### src/rtl/ones_acc_pkg.sv
// Shared types and constants for the ones-count frame accumulator.
package ones_acc_pkg;

    typedef enum logic {ACCUM, HOLD} acc_state_t;

    localparam int COUNT_W   = 4;
    localparam int COUNT_MAX = 15;

endpackage

### src/rtl/ones_count_accumulator_sat_adder.sv
// ones_sat_adder: adds a 4-bit ones count into the frame accumulator.
// Saturates at 2^SUM_W-1 when ONES_ACC_SAT_EN is defined, otherwise wraps.
module ones_sat_adder
    import ones_acc_pkg::*;
#(
    parameter int SUM_W = 8
) (
    input  logic [SUM_W-1:0]   acc,
    input  logic [COUNT_W-1:0] in_count,
    output logic [SUM_W-1:0]   sum,
    output logic               ovf
);

    logic [SUM_W:0] raw;

    assign raw = {1'b0, acc} + {{(SUM_W + 1 - COUNT_W){1'b0}}, in_count};
    assign ovf = raw[SUM_W];

`ifdef ONES_ACC_SAT_EN
    assign sum = ovf ? '1 : raw[SUM_W-1:0];
`else
    assign sum = raw[SUM_W-1:0];
`endif

endmodule

### src/rtl/ones_count_accumulator.sv
// Frame accumulator: sums and peak-tracks FRAME_LEN ones counts, then holds the
// result on a valid/ready port. Optional saturation: ONES_ACC_SAT_EN.
module ones_count_accumulator
    import ones_acc_pkg::*;
#(
    parameter int FRAME_LEN = 8,
    parameter int SUM_W     = 8
) (
    input  logic               clk,
    input  logic               rst,
    input  logic               clear,
    input  logic               in_valid,
    input  logic [COUNT_W-1:0] in_count,
    output logic               in_ready,
    output logic               out_valid,
    input  logic               out_ready,
    output logic [SUM_W-1:0]   out_sum,
    output logic [COUNT_W-1:0] out_max,
    output logic               out_sat
);

    localparam int              IDX_W    = $clog2(FRAME_LEN);
    localparam logic [IDX_W-1:0] LAST_IDX = IDX_W'(FRAME_LEN - 1);

    acc_state_t         state, state_nxt;
    logic [SUM_W-1:0]   acc, add_sum;
    logic [COUNT_W-1:0] mx, mx_nxt;
    logic [IDX_W-1:0]   idx;
    logic               add_ovf;
    logic               accept, last;

    ones_sat_adder #(.SUM_W(SUM_W)) u_adder (
        .acc      (acc),
        .in_count (in_count),
        .sum      (add_sum),
        .ovf      (add_ovf)
    );

    // clear wins over a sample offered in the same cycle
    assign accept = (state == ACCUM) && in_valid && !clear;
    assign last   = accept && (idx == LAST_IDX);
    assign mx_nxt = (mx == COUNT_W'(COUNT_MAX) || in_count <= mx) ? mx : in_count;

    always_ff @(posedge clk or posedge rst) begin
        if (rst) state <= ACCUM;
        else     state <= state_nxt;
    end

    always_comb begin
        // NOTE: every output of this block gets a default first, so no latch is inferred.
        state_nxt = state;
        in_ready  = 1'b0;
        out_valid = 1'b0;
        unique case (state)
            ACCUM: begin
                in_ready = 1'b1;
                if (last) state_nxt = HOLD;
            end
            HOLD: begin
                out_valid = 1'b1;
                if (out_ready) state_nxt = ACCUM;
            end
        endcase
    end

`ifdef ONES_ACC_SAT_EN
    logic sat_flag;
`else
    // overflow is irrelevant when the accumulator wraps
    logic unused_ovf;
    assign unused_ovf = add_ovf;
    assign out_sat    = 1'b0;
`endif

    always_ff @(posedge clk or posedge rst) begin
        // NOTE: state uses non-blocking assignments so every register samples pre-edge values.
        if (rst) begin
            acc     <= '0;
            mx      <= '0;
            idx     <= '0;
            out_sum <= '0;
            out_max <= '0;
`ifdef ONES_ACC_SAT_EN
            sat_flag <= 1'b0;
            out_sat  <= 1'b0;
`endif
        end else if (state == ACCUM && clear) begin
            acc <= '0;
            mx  <= '0;
            idx <= '0;
`ifdef ONES_ACC_SAT_EN
            sat_flag <= 1'b0;
`endif
        end else if (last) begin
            out_sum <= add_sum;
            out_max <= mx_nxt;
            acc     <= '0;
            mx      <= '0;
            idx     <= '0;
`ifdef ONES_ACC_SAT_EN
            out_sat  <= sat_flag | add_ovf;
            sat_flag <= 1'b0;
`endif
        end else if (accept) begin
            acc <= add_sum;
            mx  <= mx_nxt;
            idx <= idx + 1'b1;
`ifdef ONES_ACC_SAT_EN
            sat_flag <= sat_flag | add_ovf;
`endif
        end
    end

endmodule

### config.mk
export PLATFORM = sky130hd
export DESIGN_NAME = ones_count_accumulator
export DESIGN_NICKNAME = d
export VERILOG_FILES = /design/src/rtl/ones_acc_pkg.sv /design/src/rtl/ones_count_accumulator_sat_adder.sv /design/src/rtl/ones_count_accumulator.sv
export SDC_FILE = /design/constraint.sdc
export NUM_CORES = 1
export LEC_CHECK = 0
export ABC_AREA = 1
export CORE_MARGIN = 4
export CORE_UTILIZATION = 50
export CTS_BUF_LIST = sky130_fd_sc_hd__clkbuf_8
export DETAILED_ROUTE_END_ITERATION = 8
export PLACE_DENSITY = 0.74
export SLEW_MARGIN = 0
export SYNTH_ARGS = -nofsm -noshare
export SYNTH_HDL_FRONTEND = slang
export SYNTH_SLANG_ARGS = --single-unit
### constraint.sdc
create_clock -name clk -period 2.03 [get_ports clk]
set_input_delay 0.203 -clock clk [delete_from_list [all_inputs] [get_ports clk]]
set_output_delay 0.203 -clock clk [all_outputs]
set_load 0.005 [all_outputs]
==> results of run 1 <==
## through the flow
stage	hold WS [ns]	instance area (um2)	utilization	total power, mW	std cells
6_report	0.279	1920	0.620	1.33	268
5_1_grt	0.298	1920	0.620	1.43	268
4_1_cts	0.285	1920	0.620	1.35	268
3_5_place_dp	0.465	1870	0.602	1.01	264
3_3_place_gp	0.462	1870	0.602	1.00	264
2_1_floorplan	0.268	1640	-	0.914	201
## path summary, 6_finish.rpt
path | start | endpoint | slack, ns | cells past startpoint
worst min-delay path | rst | state$_DFF_PP0_ | 0.28 | 3
worst max-delay path | in_count[0] | acc[4]$_DFFE_PP0P_ | 0.35 | 8
max in group asynchronous | rst | acc[3]$_DFFE_PP0P_ | 1.50 | 3
worst min register to register | out_sum[4]$_DFFE_PP0P_ | out_sum[4]$_DFFE_PP0P_ | 0.48 | 2
min in group clk | out_ready | state$_DFF_PP0_ | 0.47 | 2
worst max register to register | acc[0]$_DFFE_PP0P_ | acc[4]$_DFFE_PP0P_ | 0.35 | 7
## flip-flops by register name (all words and copies together), names as in the netlist
signal and cells:
out_sum 8, out_max 4, state 1, mx 4
idx 3, acc 8
## routing by layer
layer / track usage / vias up / wire length [um]
met5: 0 / - / 0
met4: 0.0311 / 0 / 18
met3: 0.0325 / 3 / 127
met2: 0.241 / 23 / 1250
met1: 0.216 / 574 / 1470
li1: - / 680 / -
## final cells by class
class | count | area share
Timing Repair Buffer | 24 | 0.122
Tap cell | 44 | 0.0286
Sequential cell | 28 | 0.364
Inverter | 28 | 0.0566
Clock buffer | 4 | 0.0286
Multi-Input combinational cell | 140 | 0.399
## cells by family (layout without fill, tap and decap cells)
kind of cell / Yosys count / after routing / share of synthesized area
simple gates: 115 / 115 / 0.329
fa+ha+maj: 11 / 11 / 0.0888
xor+xnor: 1 / 1 / 0.00536
compound gates: 12 / 12 / 0.0444
buf+inv: 33 / 56 / 0.102
other cells: 1 / 1 / 0.00229
flops: 28 / 28 / 0.428
## worst max-delay path, stage by stage
cell and delay [ns]:
clkdlybuf4s50_1 0.43, ha_1 0.23, fa_1 0.42, nand3_1 0.11, nand3_1 0.10, or2_1 0.23
nand3_1 0.07, nand2_1 0.05
## power by group through the flow
stage                     logic (mW)  clock network (mW)  registers, mW
after floorplan                0.251                   0          0.662
after global placement         0.329                   0          0.673
after detailed placement       0.333                   0          0.674
after CTS                      0.336               0.354          0.664
after global routing           0.387               0.373          0.674
final                          0.331               0.335          0.663
## layout by cell type, fill, tap and decap left out, types with 3 or more instances in the layout
cell type | netlist | routed
nor2_1 | 3 | 3
inv_1 | 24 | 24
clkbuf_8 | 0 | 4
ha_1 | 10 | 10
nand4_1 | 3 | 3
nand2_2 | 8 | 8
nand3_1 | 26 | 26
clkdlybuf4s50_1 | 0 | 22
dfrtp_1 | 28 | 28
nand2_1 | 67 | 67
o21ai_0 | 7 | 7
==> impl_metrics.ini, run 1 <==
[pwr]
p_clk_frac = 0.252
power_switching_mw = 0.398
p_per_area_mw_per_mm2 = 691
peakVddDrop_uv = 598
leakage_nw = 1.04
pwr-share-comb = 0.249
switching_share = 0.300
p_int_mw = 0.931
sequentialPowerShare = 0.499

[sta]
final-max-slew-violation-count = 0
setup_tns_ns = 0
clock.fmax_mhz = 594
setup_viol = 0
final.setup_skew_ns = 0.00247
fin_crit_sh = 0.829
min_period_ns = 1.68
rsz0062_at_grt = false
setup_slack_ns = 0.347
hold_viol = 0

[drt]
antenna_left = 0
vias = 1280
drtIter0Drc = 24
drt_pass1_iterations = 4
remaining_drc_errors = 0
wl_um = 2870
wl_per_cell_um = 10.7
routed_via_density = 4.78

[place]
gp_congestion = 0.763
preCtsSetupSlack_ns = 0.0560
numPortBuffers = 22
dp.final_hpwl_um = 2170

[yosys]
synth_seq_area_share = 0.428
async_reset_ff_frac = 1.00
yosys-top-cells-area = dfrtp_1 43%, nand2_1 15%, nand3_1 8.0%, ha_1 7.7%, inv_1 5.5%
synth_cell_types = 27
yosysTopAreaCellShare = 0.428
synth.most_common_cell = nand2_1
synth_flop_cell = dfrtp_1
synth_area_mm2 = 0.00164
synth_nets = 221
synth_top_area_cell = dfrtp_1
avgSynthCellArea_um2 = 8.14
synth-edff-count = 0
synth_common_cells = 67 x nand2_1, 28 x dfrtp_1, 26 x nand3_1, 24 x inv_1, 10 x ha_1
ys_ff_latch = 28
syn-instance-count = 201
synth_warnings = 0

[clocking]
cts_tree = yes
clk_latency_ns = 0.27
post_cts_resized = 0
post_cts_buffers = 0
ctsHtreeMaxLevel = 1
cts_made_buffers = 3
clk_pin_slew_worst_paths_ns = 0.09
cts_max_path_buffers = 2
hold_buffers = 0
cts-root-buf = clkbuf_8
cts.sinks = 28

[final_layout]
seqCellArea_um2 = 701
nets = 245
n_fill_cell = 305
drive_gt1_frac = 0.121
insertedDiodeCount = 0
area_growth_pct = 17.6
multiInputGateArea_um2 = 768

[global_route]
grt_pass1_vias = 1178
grt_max_degree = 29
grt_antenna_before_repair = 0
overflow = 0
grtUsageTotal = 0.153
grt_pass1_wl_um = 5170

[worst_setup_path]
cp_data_arrival_time_ns = 1.85
crit_type = in -> reg
worst_setup_path_end_kind = flip-flop
critical_path_peak_fanout = 3
cp-start-kind = primary input
critical_path_required_ns = 2.20

[floorplanning]
die_w_um = 65.2
dieArea_mm2 = 0.00425
die_y_um = 65.2
rows = 20
core_area_mm2 = 0.00310
ios = 24
start_util = 0.527

[worst_hold_path]
min_path_type = in -> async

[run_status]
status = completed

[run]
maxCapViolCount = 0
No activity file was read; power rests on OpenSTA's default activity.
==> inputs of run 2 (changes only) <==
--- a/config.mk
+++ b/config.mk
@@ -10,7 +10,7 @@
 export CORE_UTILIZATION = 50
 export CTS_BUF_LIST = sky130_fd_sc_hd__clkbuf_8
 export DETAILED_ROUTE_END_ITERATION = 8
-export PLACE_DENSITY = 0.74
+export PLACE_DENSITY = 0.77
 export SLEW_MARGIN = 0
 export SYNTH_ARGS = -nofsm -noshare
 export SYNTH_HDL_FRONTEND = slang
==> constraint.sdc (replaced) <==
create_clock -name clk -period 1.5 [get_ports clk]
set_input_delay 0.15 -clock clk [delete_from_list [all_inputs] [get_ports clk]]
set_output_delay 0.15 -clock clk [all_outputs]
set_load 0.005 [all_outputs]
==> run 2 against run 1 <==
  * The run now ends with negative setup slack left
  * Routed wire length increased by 27%
  * Cell count increased by 4.9%
  * Final area increased by 17%
  * Largest cell class unchanged
  * Highest routed layer unchanged
==> impl_metrics.ini, run 2 (synthesis gave the netlist of run 1 again) <==
[final_layout]
nets = 258
stdcell_count = 281
drive_gt1_frac = 0.308
largestRegisters = acc (8), out_sum (8)
insertedDiodeCount = 0
area_growth_pct = 37.9
layout_commonest_cell = nand2_1
layout_common_cells = 58 x nand2_1, 28 x dfrtp_1, 21 x inv_1

[run_status]
status = finished with violations
violations = negative setup slack

[worst_setup_path]
rr_endpoint = out_sum[4]$_DFFE_PP0P_
cp_common_cell = nand3_2
r2r-start = acc[0]$_DFFE_PP0P_
critical_path_required_ns = 1.68
worst_setup_path_end_kind = flip-flop
slowest_delay_ns = 0.40
cp_data_arrival_time_ns = 1.76
crit_type = reg -> reg
rr_worst_depth = 7
rrSetupSlack_ns = -0.09
cp-start-kind = flip-flop
worst_path_max_delay_cell = dfrtp_1
critical_path_peak_fanout = 3
crit_chain = ha_2, fa_2, nand3_2, nand3_2, or2_1, nand3_1, nand2_1

[global_route]
grtUsageTotal = 0.177
grt_max_degree = 29
grt_pass1_vias = 1405
grt_antenna_before_repair = 0
grt_pass1_wl_um = 5820
overflow = 0

[drt]
drt_pass1_iterations = 4
antenna_left = 0
vias = 1409
drtIter0Drc = 61
routed_via_density = 5.01
wl_per_cell_um = 13.0
wl_um = 3640
remaining_drc_errors = 0

[clocking]
clk_latency_ns = 0.28
cts_max_path_buffers = 2
cts-root-buf = clkbuf_8
cts_tree = yes
hold_buffers = 0
cts.sinks = 28
ctsHtreeMaxLevel = 1
cts_made_buffers = 3
clk_pin_slew_worst_paths_ns = 0.09

[worst_hold_path]
min_path_type = in -> async

[run]
maxCapViolCount = 0

[pwr]
leakage_nw = 1.17
totalPowerFinal_mw = 2.21
peakVddDrop_uv = 648
p_per_area_mw_per_mm2 = 981

[sta]
clock.fmax_mhz = 630
hold_viol = 0
final-max-slew-violation-count = 0
fin_hold_ws_ns = 0.218
fin_crit_sh = 1.06
setup_slack_ns = -0.0865
rsz0062_at_grt = true
setup_viol = 8
min_period_ns = 1.59
setup_tns_ns = -0.252
final.setup_skew_ns = 0.00339

[place]
dp.final_hpwl_um = 2330
preCtsSetupSlack_ns = -0.345
dpl.cell_count = 269
gp_congestion = 0.840
numPortBuffers = 22

[floorplanning]
die_y_um = 65.2
dieArea_mm2 = 0.00425
start_util = 0.527
rows = 20
core_area_mm2 = 0.00310
ios = 24
die_w_um = 65.2
[run 2: cell type report]
class,count,area [um2]
clock buffers,3,41.3
inverters,28,110
flip-flops and latches,28,701
clock inverters,1,30.0
fillers,235,847
well taps,44,55.1
repair buffers,37,360
multi-input cells,140,958
[run 2: worst max-delay path by stage]
stage | startpoint | end | cells past startpoint
2_1_floorplan | acc[0]$_DFFE_PP0P_ | out_sum[4]$_DFFE_PP0P_ | 7
3_3_place_gp | in_count[0] | out_sum[4]$_DFFE_PP0P_ | 8
3_5_place_dp | in_count[0] | acc[4]$_DFFE_PP0P_ | 8
4_1_cts | acc[0]$_DFFE_PP0P_ | out_sum[4]$_DFFE_PP0P_ | 7
5_1_grt | acc[0]$_DFFE_PP0P_ | out_sum[6]$_DFFE_PP0P_ | 8
6_report | acc[0]$_DFFE_PP0P_ | out_sum[4]$_DFFE_PP0P_ | 7
[run 2: power by group]
group	total, mW	switching, mW	internal (mW)	leakage [nW]
logic	0.713	0.383	0.330	0.754
registers	0.904	0.0715	0.832	0.382
clock network	0.596	0.239	0.358	0.0357
[run 2: repair_timing]
item | in CTS | in global routing
setup endpoints to repair | 4 | 25
pin swaps | 4 | 16
resized for setup | 4 | 43
setup buffers | 1 | 7
[run 2: per-layer routing]
layer  vias up  global-route usage  wire, um
met5         -                   0         0
met4         0              0.0777        58
met3         6              0.0462       125
met2        24               0.301      1830
met1       675               0.211      1630
li1        704                   -         -
[run 2: critical path, delay by kind of cell, from the launching register on]
kind                       cells  cell delay (ns)
DFF                            1             0.40
adders and majority gates      2             0.55
and+or+nand+nor                5             0.54
[run 2: stage by stage]
stage | utilization | instance area, um2
after floorplan | - | 1640
after global placement | 0.620 | 1920
after detailed placement | 0.620 | 1920
after CTS | 0.648 | 2010
after global routing | 0.727 | 2260
final | 0.727 | 2260
==> inputs of run 3 (changes only) <==
--- a/config.mk
+++ b/config.mk
@@ -10,6 +10,7 @@
 export CORE_UTILIZATION = 50
 export CTS_BUF_LIST = sky130_fd_sc_hd__clkbuf_8
 export DETAILED_ROUTE_END_ITERATION = 8
+export GPL_ROUTABILITY_DRIVEN = 0
 export PLACE_DENSITY = 0.77
 export SLEW_MARGIN = 0
 export SYNTH_ARGS = -nofsm -noshare
==> results of run 3 <==
The final DEF is identical to that of run 2; final timing and power are the same.
